===== src/rtl/v_red_seq_unit_if.sv =====
// Handshake bundle for v_red_seq_unit: command, vs2 beat stream and scalar result.
// The slave modport is the reduction engine; the master modport is the execute-stage driver.
interface v_red_seq_unit_if #(
  parameter int LANES = 4,
  parameter int VL_W  = 9
);
  logic                  i_valid;
  logic                  o_ready;
  logic [2:0]            i_op;
  logic [1:0]            i_vsew;
  logic [VL_W-1:0]       i_vl;
  logic [31:0]           i_vs1_e0;
  logic                  i_beat_valid;
  logic                  o_beat_ready;
  logic [32*LANES-1:0]   i_beat_data;
  logic                  o_result_valid;
  logic                  i_result_ready;
  logic [31:0]           o_result;
  logic                  o_error;

  modport slave (
    input  i_valid, i_op, i_vsew, i_vl, i_vs1_e0,
    input  i_beat_valid, i_beat_data, i_result_ready,
    output o_ready, o_beat_ready, o_result_valid, o_result, o_error
  );

  modport master (
    output i_valid, i_op, i_vsew, i_vl, i_vs1_e0,
    output i_beat_valid, i_beat_data, i_result_ready,
    input  o_ready, o_beat_ready, o_result_valid, o_result, o_error
  );
endinterface


===== src/rtl/v_red_seq_unit.sv =====
// Multi-cycle SEW-aware vector reduction (VREDSUM/VREDMAX) folding vs2 beats into vs1[0].
// Define VRED_EXT_OPS_EN to add VREDMIN/VREDAND/VREDOR/VREDXOR.
module v_red_seq_unit #(
  parameter int LANES = 4,
  parameter int VL_W  = 9
) (
  input  logic              clk,
  input  logic              nrst,
  v_red_seq_unit_if.slave   bus
);

  localparam int NE    = LANES * 4;          // elements per beat at SEW=8
  localparam int LVL   = $clog2(NE);
  localparam int NP    = 1 << LVL;           // tree width padded to a power of two
  localparam int CNT_W = VL_W + LVL + 1;

  localparam logic [2:0] OP_SUM = 3'd1;
  localparam logic [2:0] OP_MAX = 3'd2;
`ifdef VRED_EXT_OPS_EN
  localparam logic [2:0] OP_MIN = 3'd3;
  localparam logic [2:0] OP_AND = 3'd4;
  localparam logic [2:0] OP_OR  = 3'd5;
  localparam logic [2:0] OP_XOR = 3'd6;
`endif

  typedef enum logic [1:0] {
    S_IDLE  = 2'd0,
    S_ACCUM = 2'd1,
    S_DONE  = 2'd2
  } state_t;

  // Values are carried sign-extended to 32 bits so one ALU serves all SEWs;
  // only the final fold is renormalised to the active SEW.
  function automatic logic [31:0] sext_sew(input logic [1:0] sew, input logic [31:0] v);
    case (sew)
      2'd0:    return {{24{v[7]}}, v[7:0]};
      2'd1:    return {{16{v[15]}}, v[15:0]};
      default: return v;
    endcase
  endfunction

  function automatic logic op_legal(input logic [2:0] op);
`ifdef VRED_EXT_OPS_EN
    return (op >= 3'd1) && (op <= 3'd6);
`else
    return (op == OP_SUM) || (op == OP_MAX);
`endif
  endfunction

  function automatic logic [31:0] identity(input logic [2:0] op, input logic [1:0] sew);
    case (op)
      OP_MAX: begin
        case (sew)
          2'd0:    return 32'hFFFF_FF80;
          2'd1:    return 32'hFFFF_8000;
          default: return 32'h8000_0000;
        endcase
      end
`ifdef VRED_EXT_OPS_EN
      OP_MIN: begin
        case (sew)
          2'd0:    return 32'h0000_007F;
          2'd1:    return 32'h0000_7FFF;
          default: return 32'h7FFF_FFFF;
        endcase
      end
      OP_AND:  return 32'hFFFF_FFFF;
`endif
      default: return 32'h0000_0000;
    endcase
  endfunction

  function automatic logic [31:0] alu(input logic [2:0] op, input logic [31:0] a,
                                      input logic [31:0] b);
    case (op)
      OP_MAX:  return ($signed(a) > $signed(b)) ? a : b;
`ifdef VRED_EXT_OPS_EN
      OP_MIN:  return ($signed(a) < $signed(b)) ? a : b;
      OP_AND:  return a & b;
      OP_OR:   return a | b;
      OP_XOR:  return a ^ b;
`endif
      default: return a + b;
    endcase
  endfunction

  state_t             state_q, state_d;
  logic [2:0]         op_q;
  logic [1:0]         sew_q;
  logic [VL_W-1:0]    vl_q;
  logic [CNT_W-1:0]   cnt_q;
  logic [31:0]        acc_q;
  logic               err_q;

  logic               cmd_fire;
  logic               cmd_bad;
  logic               beat_fire;
  logic               last_beat;
  logic [CNT_W-1:0]   epb;
  logic [31:0]        ident;
  logic [31:0]        elem [NP];
  logic [31:0]        tree_out;
  logic [31:0]        acc_fold;

  assign cmd_fire  = bus.i_valid && (state_q == S_IDLE);
  assign cmd_bad   = !op_legal(bus.i_op) || (bus.i_vsew == 2'd3);
  assign beat_fire = bus.i_beat_valid && (state_q == S_ACCUM);

  always_comb begin
    case (sew_q)
      2'd0:    epb = CNT_W'(NE);
      2'd1:    epb = CNT_W'(2 * LANES);
      default: epb = CNT_W'(LANES);
    endcase
  end

  assign last_beat = (cnt_q + epb) >= CNT_W'(vl_q);

  // Lane unpack, vl masking and balanced reduction tree over one beat.
  always_comb begin
    // NOTE: every element gets a default before the SEW-specific unpack, so
    // no path leaves an entry unassigned and no latch is inferred.
    ident = identity(op_q, sew_q);
    for (int k = 0; k < NP; k++) elem[k] = ident;
    case (sew_q)
      2'd0:    for (int k = 0; k < NE; k++)
                 elem[k] = sext_sew(2'd0, {24'd0, bus.i_beat_data[8*k +: 8]});
      2'd1:    for (int k = 0; k < 2 * LANES; k++)
                 elem[k] = sext_sew(2'd1, {16'd0, bus.i_beat_data[16*k +: 16]});
      default: for (int k = 0; k < LANES; k++)
                 elem[k] = bus.i_beat_data[32*k +: 32];
    endcase
    for (int k = 0; k < NE; k++) begin
      if ((cnt_q + CNT_W'(k)) >= CNT_W'(vl_q)) elem[k] = ident;
    end
    for (int l = 0; l < LVL; l++) begin
      for (int i = 0; i < (NP >> (l + 1)); i++) begin
        elem[i] = alu(op_q, elem[2*i], elem[2*i+1]);
      end
    end
    tree_out = elem[0];
  end

  assign acc_fold = sext_sew(sew_q, alu(op_q, acc_q, tree_out));

  // NOTE: sequential state uses non-blocking assignments so every register
  // samples pre-edge values regardless of statement order.
  always_ff @(posedge clk or negedge nrst) begin
    if (!nrst) state_q <= S_IDLE;
    else       state_q <= state_d;
  end

  always_comb begin
    state_d = state_q;
    case (state_q)
      S_IDLE: begin
        if (cmd_fire) begin
          if (cmd_bad || (bus.i_vl == '0)) state_d = S_DONE;
          else                             state_d = S_ACCUM;
        end
      end
      S_ACCUM: if (beat_fire && last_beat) state_d = S_DONE;
      S_DONE:  if (bus.i_result_ready)     state_d = S_IDLE;
      default: state_d = S_IDLE;
    endcase
  end

  // NOTE: every datapath register is reset, so an aborted reduction leaves
  // no partial accumulator visible on o_result.
  always_ff @(posedge clk or negedge nrst) begin
    if (!nrst) begin
      op_q  <= '0;
      sew_q <= '0;
      vl_q  <= '0;
      cnt_q <= '0;
      acc_q <= '0;
      err_q <= 1'b0;
    end else begin
      case (state_q)
        S_IDLE: begin
          if (cmd_fire) begin
            op_q  <= bus.i_op;
            sew_q <= bus.i_vsew;
            vl_q  <= bus.i_vl;
            cnt_q <= '0;
            err_q <= cmd_bad;
            acc_q <= cmd_bad ? 32'd0 : sext_sew(bus.i_vsew, bus.i_vs1_e0);
          end
        end
        S_ACCUM: begin
          if (beat_fire) begin
            acc_q <= acc_fold;
            cnt_q <= cnt_q + epb;
          end
        end
        default: ;
      endcase
    end
  end

  assign bus.o_ready        = (state_q == S_IDLE);
  assign bus.o_beat_ready   = (state_q == S_ACCUM);
  assign bus.o_result_valid = (state_q == S_DONE);
  assign bus.o_result       = acc_q;
  assign bus.o_error        = err_q;

endmodule


===== src/flat_wrapper.sv =====
// flat-port wrapper written by rule: the top's interface ports become plain ports
module v_red_seq_unit_flat 
#(
  parameter int LANES = 4,
  parameter int VL_W  = 9
)
  (clk, nrst, bus_i_valid, bus_i_op, bus_i_vsew, bus_i_vl, bus_i_vs1_e0, bus_i_beat_valid, bus_i_beat_data, bus_i_result_ready, bus_o_ready, bus_o_beat_ready, bus_o_result_valid, bus_o_result, bus_o_error);
  v_red_seq_unit_if #(.LANES(LANES), .VL_W(VL_W)) bus_i ();
  input  logic clk;
  input  logic nrst;
  input wire logic [$bits(bus_i.i_valid)-1:0] bus_i_valid;
  input wire logic [$bits(bus_i.i_op)-1:0] bus_i_op;
  input wire logic [$bits(bus_i.i_vsew)-1:0] bus_i_vsew;
  input wire logic [$bits(bus_i.i_vl)-1:0] bus_i_vl;
  input wire logic [$bits(bus_i.i_vs1_e0)-1:0] bus_i_vs1_e0;
  input wire logic [$bits(bus_i.i_beat_valid)-1:0] bus_i_beat_valid;
  input wire logic [$bits(bus_i.i_beat_data)-1:0] bus_i_beat_data;
  input wire logic [$bits(bus_i.i_result_ready)-1:0] bus_i_result_ready;
  output wire logic [$bits(bus_i.o_ready)-1:0] bus_o_ready;
  output wire logic [$bits(bus_i.o_beat_ready)-1:0] bus_o_beat_ready;
  output wire logic [$bits(bus_i.o_result_valid)-1:0] bus_o_result_valid;
  output wire logic [$bits(bus_i.o_result)-1:0] bus_o_result;
  output wire logic [$bits(bus_i.o_error)-1:0] bus_o_error;
  assign bus_i.i_valid = bus_i_valid;
  assign bus_i.i_op = bus_i_op;
  assign bus_i.i_vsew = bus_i_vsew;
  assign bus_i.i_vl = bus_i_vl;
  assign bus_i.i_vs1_e0 = bus_i_vs1_e0;
  assign bus_i.i_beat_valid = bus_i_beat_valid;
  assign bus_i.i_beat_data = bus_i_beat_data;
  assign bus_i.i_result_ready = bus_i_result_ready;
  assign bus_o_ready = bus_i.o_ready;
  assign bus_o_beat_ready = bus_i.o_beat_ready;
  assign bus_o_result_valid = bus_i.o_result_valid;
  assign bus_o_result = bus_i.o_result;
  assign bus_o_error = bus_i.o_error;
  v_red_seq_unit #(.LANES(LANES), .VL_W(VL_W)) u_core (.clk(clk), .nrst(nrst), .bus(bus_i));
endmodule

===== config.mk =====
export PLATFORM = sky130hd
export DESIGN_NAME = v_red_seq_unit_flat
export DESIGN_NICKNAME = d
export VERILOG_FILES = /design/src/rtl/v_red_seq_unit_if.sv /design/src/rtl/v_red_seq_unit.sv /design/src/flat_wrapper.sv
export SDC_FILE = /design/constraint.sdc
export NUM_CORES = 2
export LEC_CHECK = 0
export CORE_UTILIZATION = 43
export DETAILED_ROUTE_END_ITERATION = 16
export PLACE_DENSITY_LB_ADDON = 0.3
export SETUP_SLACK_MARGIN = 0.4
export SLEW_MARGIN = 10
export SYNTH_ARGS = -nofsm -noshare
export SYNTH_HDL_FRONTEND = slang
export SYNTH_SLANG_ARGS = --single-unit

===== constraint.sdc =====
create_clock -name clk -period 17.09 [get_ports clk]
set_input_delay 1.709 -clock clk [delete_from_list [all_inputs] [get_ports clk]]
set_output_delay 1.709 -clock clk [all_outputs]
set_load 0.01 [all_outputs]

* After elaboration in Yosys (flattened, before gate mapping)
Index checks and enable logic that the tools add are counted.
** Cells by class
- $add $sub $neg :: 32
- $mul :: 0
- Divide/modulo/power cells :: 0
- $lt $le $gt $ge :: 33
- Equality and inequality tests :: 13
- Shifts and indexed selects :: 0
- Muxes and demuxes :: 68
- Bitwise operators :: 0
- Reduce and logical (&&, ||, !) cells :: 16
** Operators by type and width (number)
- two-way mux 32 bit :: 52
- adder 32 bit :: 16
- greater-than comparator 32 bit :: 16
- case mux 128 bit (2 select lines) :: 2
- two-way mux 256 bit :: 1
- >= comparator 14 x 9 -> 1 bit :: 17
- case mux 32 bit (2 select lines) :: 3
- adder 14 x 4 -> 14 bit, second input constant :: 8
- case mux 31 bit (2 select lines) :: 1
- adder 14 x 3 -> 14 bit, second input constant :: 4
- adder 14 x 2 -> 14 bit, second input constant :: 2
- two-way mux 14 bit :: 2
- case mux 14 bit (2 select lines) :: 1
- adder 14 x 1 -> 14 bit, second input constant :: 1
- adder 14 x 5 -> 14 bit :: 1
- case mux 5 bit (2 select lines) :: 1
- zero test 9 bit :: 1
- two-way mux 2 bit :: 4
- equality test 2 x 1 -> 1 bit, second input constant :: 3
- equality test 3 x 2 -> 1 bit, second input constant :: 2
- zero test 2 bit :: 3
- != test 2 x 1 -> 1 bit, second input constant :: 3
- case mux 2 bit (3 select lines) :: 1
- AND reduction 3 bit :: 2
- other kinds (10) :: 15
** Storage, ports and cells
- Flip-flop bits (word level) :: 63
- Latch bits :: 0
- Memory bits (writable) :: 0
- ROM bits :: 0
- Bits of input ports :: 179
- Output and inout bits :: 36
- Memories kept :: 0

* Longest topological paths before layout
- Depth after elaboration :: 23
- Gate-level depth with buffers :: 87

* Worst setup path after synthesis
No wires, ideal clock.
- Path kind :: flip-flop to flip-flop
- Start point :: register u_core.cnt_q[3]
- End point :: register u_core.acc_q[28] (netlist: u_core.bus.o_result[28])
- Setup time :: 0.126 ns
- Arrival time :: 17.938 ns
- Required time :: 16.964 ns
- Slack :: -0.975 ns
- Stages on the path, launching flop included :: 78
- Cells stage by stage :: dfrtp_1 > buf_2 > inv_1 > ha_1 > a21oi_1 > buf_1 > nor2_1 > xor2_1 > ha_1 > a21o_1 > a21oi_1 > nand4_1 > a21oi_1 > and2_1 > clkbuf_1 > nand2_1 > ha_1 > o21a_1 > [42 not listed] > clkbuf_1 > o211ai_1 > nand3_1 > nand2_1 > ha_1 > fa_1 > a211oi_1 > nor2_1 > o211ai_1 > a31oi_1 > a211o_1 > a21o_1 > a2111oi_0 > o21bai_1 > mux2i_1 > o211ai_1 > a211oi_1 > a21oi_1
** Between the ends
- Word-level cells in the longest chain between the ends :: 21
** Ends and longest elaborated chain
- start, declared :: line v_red_seq_unit.sv:91 : logic [CNT_W-1:0] cnt_q;
- start signal, assigned :: line v_red_seq_unit.sv:193 : cnt_q <= cnt_q + epb;
- adder 14 x 1 -> 14 bit (tied with other cells) :: line v_red_seq_unit.sv:134 : if ((cnt_q + CNT_W'(k)) >= CNT_W'(vl_q)) elem[k] = ident;
- >= comparator 14 x 9 -> 1 bit :: line v_red_seq_unit.sv:134
- two-way mux 32 bit :: line v_red_seq_unit.sv:134
- greater-than comparator 32 bit :: line v_red_seq_unit.sv:76 : OP_MAX: return ($signed(a) > $signed(b)) ? a : b;
- two-way mux 32 bit :: line v_red_seq_unit.sv:76
- two-way mux 32 bit :: line v_red_seq_unit.sv:75 : case (op)
- greater-than comparator 32 bit :: line v_red_seq_unit.sv:76
- two-way mux 32 bit :: line v_red_seq_unit.sv:76
- [5 not listed]
- two-way mux 32 bit :: line v_red_seq_unit.sv:76
- two-way mux 32 bit * :: line v_red_seq_unit.sv:75
- greater-than comparator 32 bit :: line v_red_seq_unit.sv:76
- two-way mux 32 bit :: line v_red_seq_unit.sv:76
- two-way mux 32 bit :: line v_red_seq_unit.sv:75
- case mux 32 bit (2 select lines) :: line v_red_seq_unit.sv:35 : case (sew)
- two-way mux 32 bit :: line v_red_seq_unit.sv:191 : if (beat_fire) begin
- case mux 32 bit (2 select lines) :: line v_red_seq_unit.sv:179 : case (state_q)
- end signal, assigned :: line v_red_seq_unit.sv:187 : acc_q <= cmd_bad ? 32'd0 : sext_sew(bus.i_vsew, bus.i_vs1_e0);
- end signal, assigned :: line v_red_seq_unit.sv:192 : acc_q <= acc_fold;
- end, declared :: line v_red_seq_unit.sv:92 : logic [31:0] acc_q;
Mark *: on every way between the ends. The rest lies on a longest branch, timed or not. The select of a mux whose other input is x is not followed.
A chain may end at the register's enable or synchronous reset.

* Final worst setup path
- Start point :: register u_core.cnt_q[4]
- End point :: register u_core.acc_q[19] (netlist: u_core.bus.o_result[19])
Same word-level chain as after synthesis.

==> out/results.ini <==
[drt]
drt_wl_total_um = 268000
vias = 64091
drc = 0
ant_nets = 0
wire_per_inst_um = 25.0
routed_via_density = 5.99
drt_first_pass_iters = 6
dr.first_iter.drc_count = 6880

[timing]
rsz0062_at_grt = yes
finalHoldViolCount = 0
min_period_ns = 16.54
drv_slew = 0
fmax_mhz = 60.5
worst_pin_slew_ns = 1.18
setup_viol = 0
fin_crit_sh_pct = 96.8
skew_ns = 0.0186
slew_headroom_pct = 21.1

[cells_and_area]
drive_gt1_share_pct = 35.6
nets = 10344
multi_input_area_sq_um = 45400
n_fill_cell = 9318
syn_to_final_growth_pct = 57.4
post-route-util_pct = 68.4
seq_area_sq_um = 1540

[logic_synthesis]
syn_area_sq_um = 46500
synth_top_area_share_pct = 22.9
ys_top_cells_by_area = ha_1, a21oi_1, o21ai_0, nor2_1, inv_1
syn_inst = 6921
async_flop_share_pct = 100
synth-edff-count = 0
synth_top_cell_by_area = ha_1
yosys_warnings = 0
synth-seq-cells = 61
synth_top_flop_cell = dfrtp_1
syn_avg_cell_area_sq_um = 6.72
syn-num-nets = 7977
ys_seq_area_share_pct = 3.28
synth_cell_types = 103

[clocking]
clockBufferDepth = 2
numCtsBuffers = 9
root_buffer = clkbuf_16
insertion_delay_ns = 0.37
cts.sinks = 61
path_clk_slew_ns = 0.07
htreeDepth = 3
cts_tree = done

[place]
hpwl_um = 222000
place_congestion = 1.10
port_buffers = 214

[min_path]
min_path_type = flip-flop to flip-flop

[die]
start_util_pct = 43.4
io_pins = 215
design.core.area_sq_um = 107000
dieHeight_um = 331
fp.dieW_um = 331
die_area_sq_um = 109000
rows = 120

[grt]
grt_pass1_vias = 58973
track_usage_pct = 46.0
globalRouteOverflowTotal = 0
antenna_found_initial = 17
grt_start_max_net_pins = 101
grt_pass1_wl_um = 377000

[worst_setup_path]
endpoint_kind = flip-flop
cp_max_fo = 4
cp_common_cell = buf_4
crit_required_ns = 17.32
cp_slowest_cell = fa_2
crit_path_start_kind = flip-flop
path_class = flip-flop to flip-flop
cp.arrival_ns = 16.77
cp_slowest_stage_delay_ns = 0.59

[flow_run]
drv_cap = 0

[status]
outcome = completed

critical path: cells and delay by family (launching register included):
family                     cells  cell delay [ns]
adders and majority gates      9             2.94
buffers and inverters         16             2.32
xor gates and xnor gates       1             0.14
and+or+nand+nor               30             5.68
muxes                          2             0.69
DFF                            1             0.44
AOI/OAI and AO/OA             22             4.14
state kept, by name (all words and copies together) (netlist names):
name,flops
u_core.op_q,3
u_core.bus.o_result,32
u_core.vl_q,9
u_core.state_q,2
u_core.sew_q,2
u_core.bus.o_error,1
u_core.cnt_q,12
cells in the final DEF (no fill, tap or decap), types with 104 or more instances in the layout:
cell             count
buf_4             2407
mux2i_1            108
xnor2_1            220
a21oi_1            593
nand2_1            540
ha_1               795
o21a_1             123
clkdlybuf4s50_1    206
xor2_1             104
o21ai_0            361
inv_1              587
nor3_1             140
nor2_1             616
a21o_1             193
nand3_1            130
metrics by stage:
step | std cells | cell area (sq um) | setup TNS [ns] | setup slack, ns | hold WS [ns]
2_1_floorplan | 6921 | 46500 | 0 | 0.411 | 0.452
3_3_place_gp | 10528 | 67300 | -23.35 | -0.908 | 0.462
3_5_place_dp | 10528 | 67300 | -30.15 | -1.10 | 0.471
4_1_cts | 10585 | 69000 | 0 | 0.406 | 0.486
5_1_grt | 10700 | 73200 | 0 | 0.0961 | 0.525
6_report | 10703 | 73200 | 0 | 0.554 | 0.489
cell families after synthesis:
family | after synthesis | share of synthesized area, %
AND/OR/NAND/NOR | 2168 | 22.3
buffers and inverters | 968 | 7.90
multiplexers | 187 | 4.19
AO/OA/AOI/OAI | 2324 | 31.9
flip-flops | 61 | 3.28
XOR/XNOR | 336 | 6.33
adder cells (fa/ha/maj) | 877 | 24.0
worst paths after layout:
check                                    from                      end  slack [ns]  cells past startpoint
setup / recovery              u_core.cnt_q[4]  u_core.bus.o_result[19]        0.55                     80
setup reg to reg              u_core.cnt_q[4]  u_core.bus.o_result[19]        0.55                     80
hold / removal             u_core.bus.o_error       u_core.bus.o_error        0.49                      2
hold reg to reg            u_core.bus.o_error       u_core.bus.o_error        0.49                      2
max in group asynchronous                nrst          u_core.sew_q[0]       14.91                      2
min in group asynchronous                nrst          u_core.cnt_q[2]        1.51                      2
layout make-up:
| type | count | share of cell area (%) |
|---|---|---|
| flip-flops and latches | 61 | 2.10 |
| repair buffers | 2723 | 29.9 |
| diodes | 7 | 0.0239 |
| well taps | 1403 | 2.40 |
| inverters | 601 | 3.08 |
| clock inverters | 5 | 0.0821 |
| multi-input cells | 5892 | 62.0 |
| clock buffers | 11 | 0.332 |
synth_stat cells, drive strengths merged, types with 50 or more instances:
cell and number:
mux2 52, and3 65, mux2i 135, o21a 130
nor3 169, nor4 62, nand2 569, o31ai 54
or3 59, nand3 141, dfrtp 61, o211ai 76
xor2 107, and2 50, nand4 62, xnor2 229
nor2 652, nor2b 97, o21bai 87, o21ai 504
a21o 196, buf 79, inv 600, a21oi 682
nand2b 94, clkbuf 288, a31oi 95, ha 850
a211oi 87
layer usage:
metal,share of wire [%],track usage (%)
met3,11,10.6
met1,40,59.0
met5,0.046,0
met2,41,68.0
met4,8.7,31.2
what timing repair did:
| action | 4_1_cts | 5_1_grt |
|---|---|---|
| gates resized for setup | 252 | 742 |
| cloned | 4 | 6 |
| pin swaps | 60 | 248 |
| setup buffers | 37 | 105 |
| endpoints found under the setup margin | 32 | 32 |
| hold buffers | 0 | 0 |
Power is left out: the tool's default activity adds up to more than one toggle a clock period on the data nets, which glitch-free logic cannot reach.
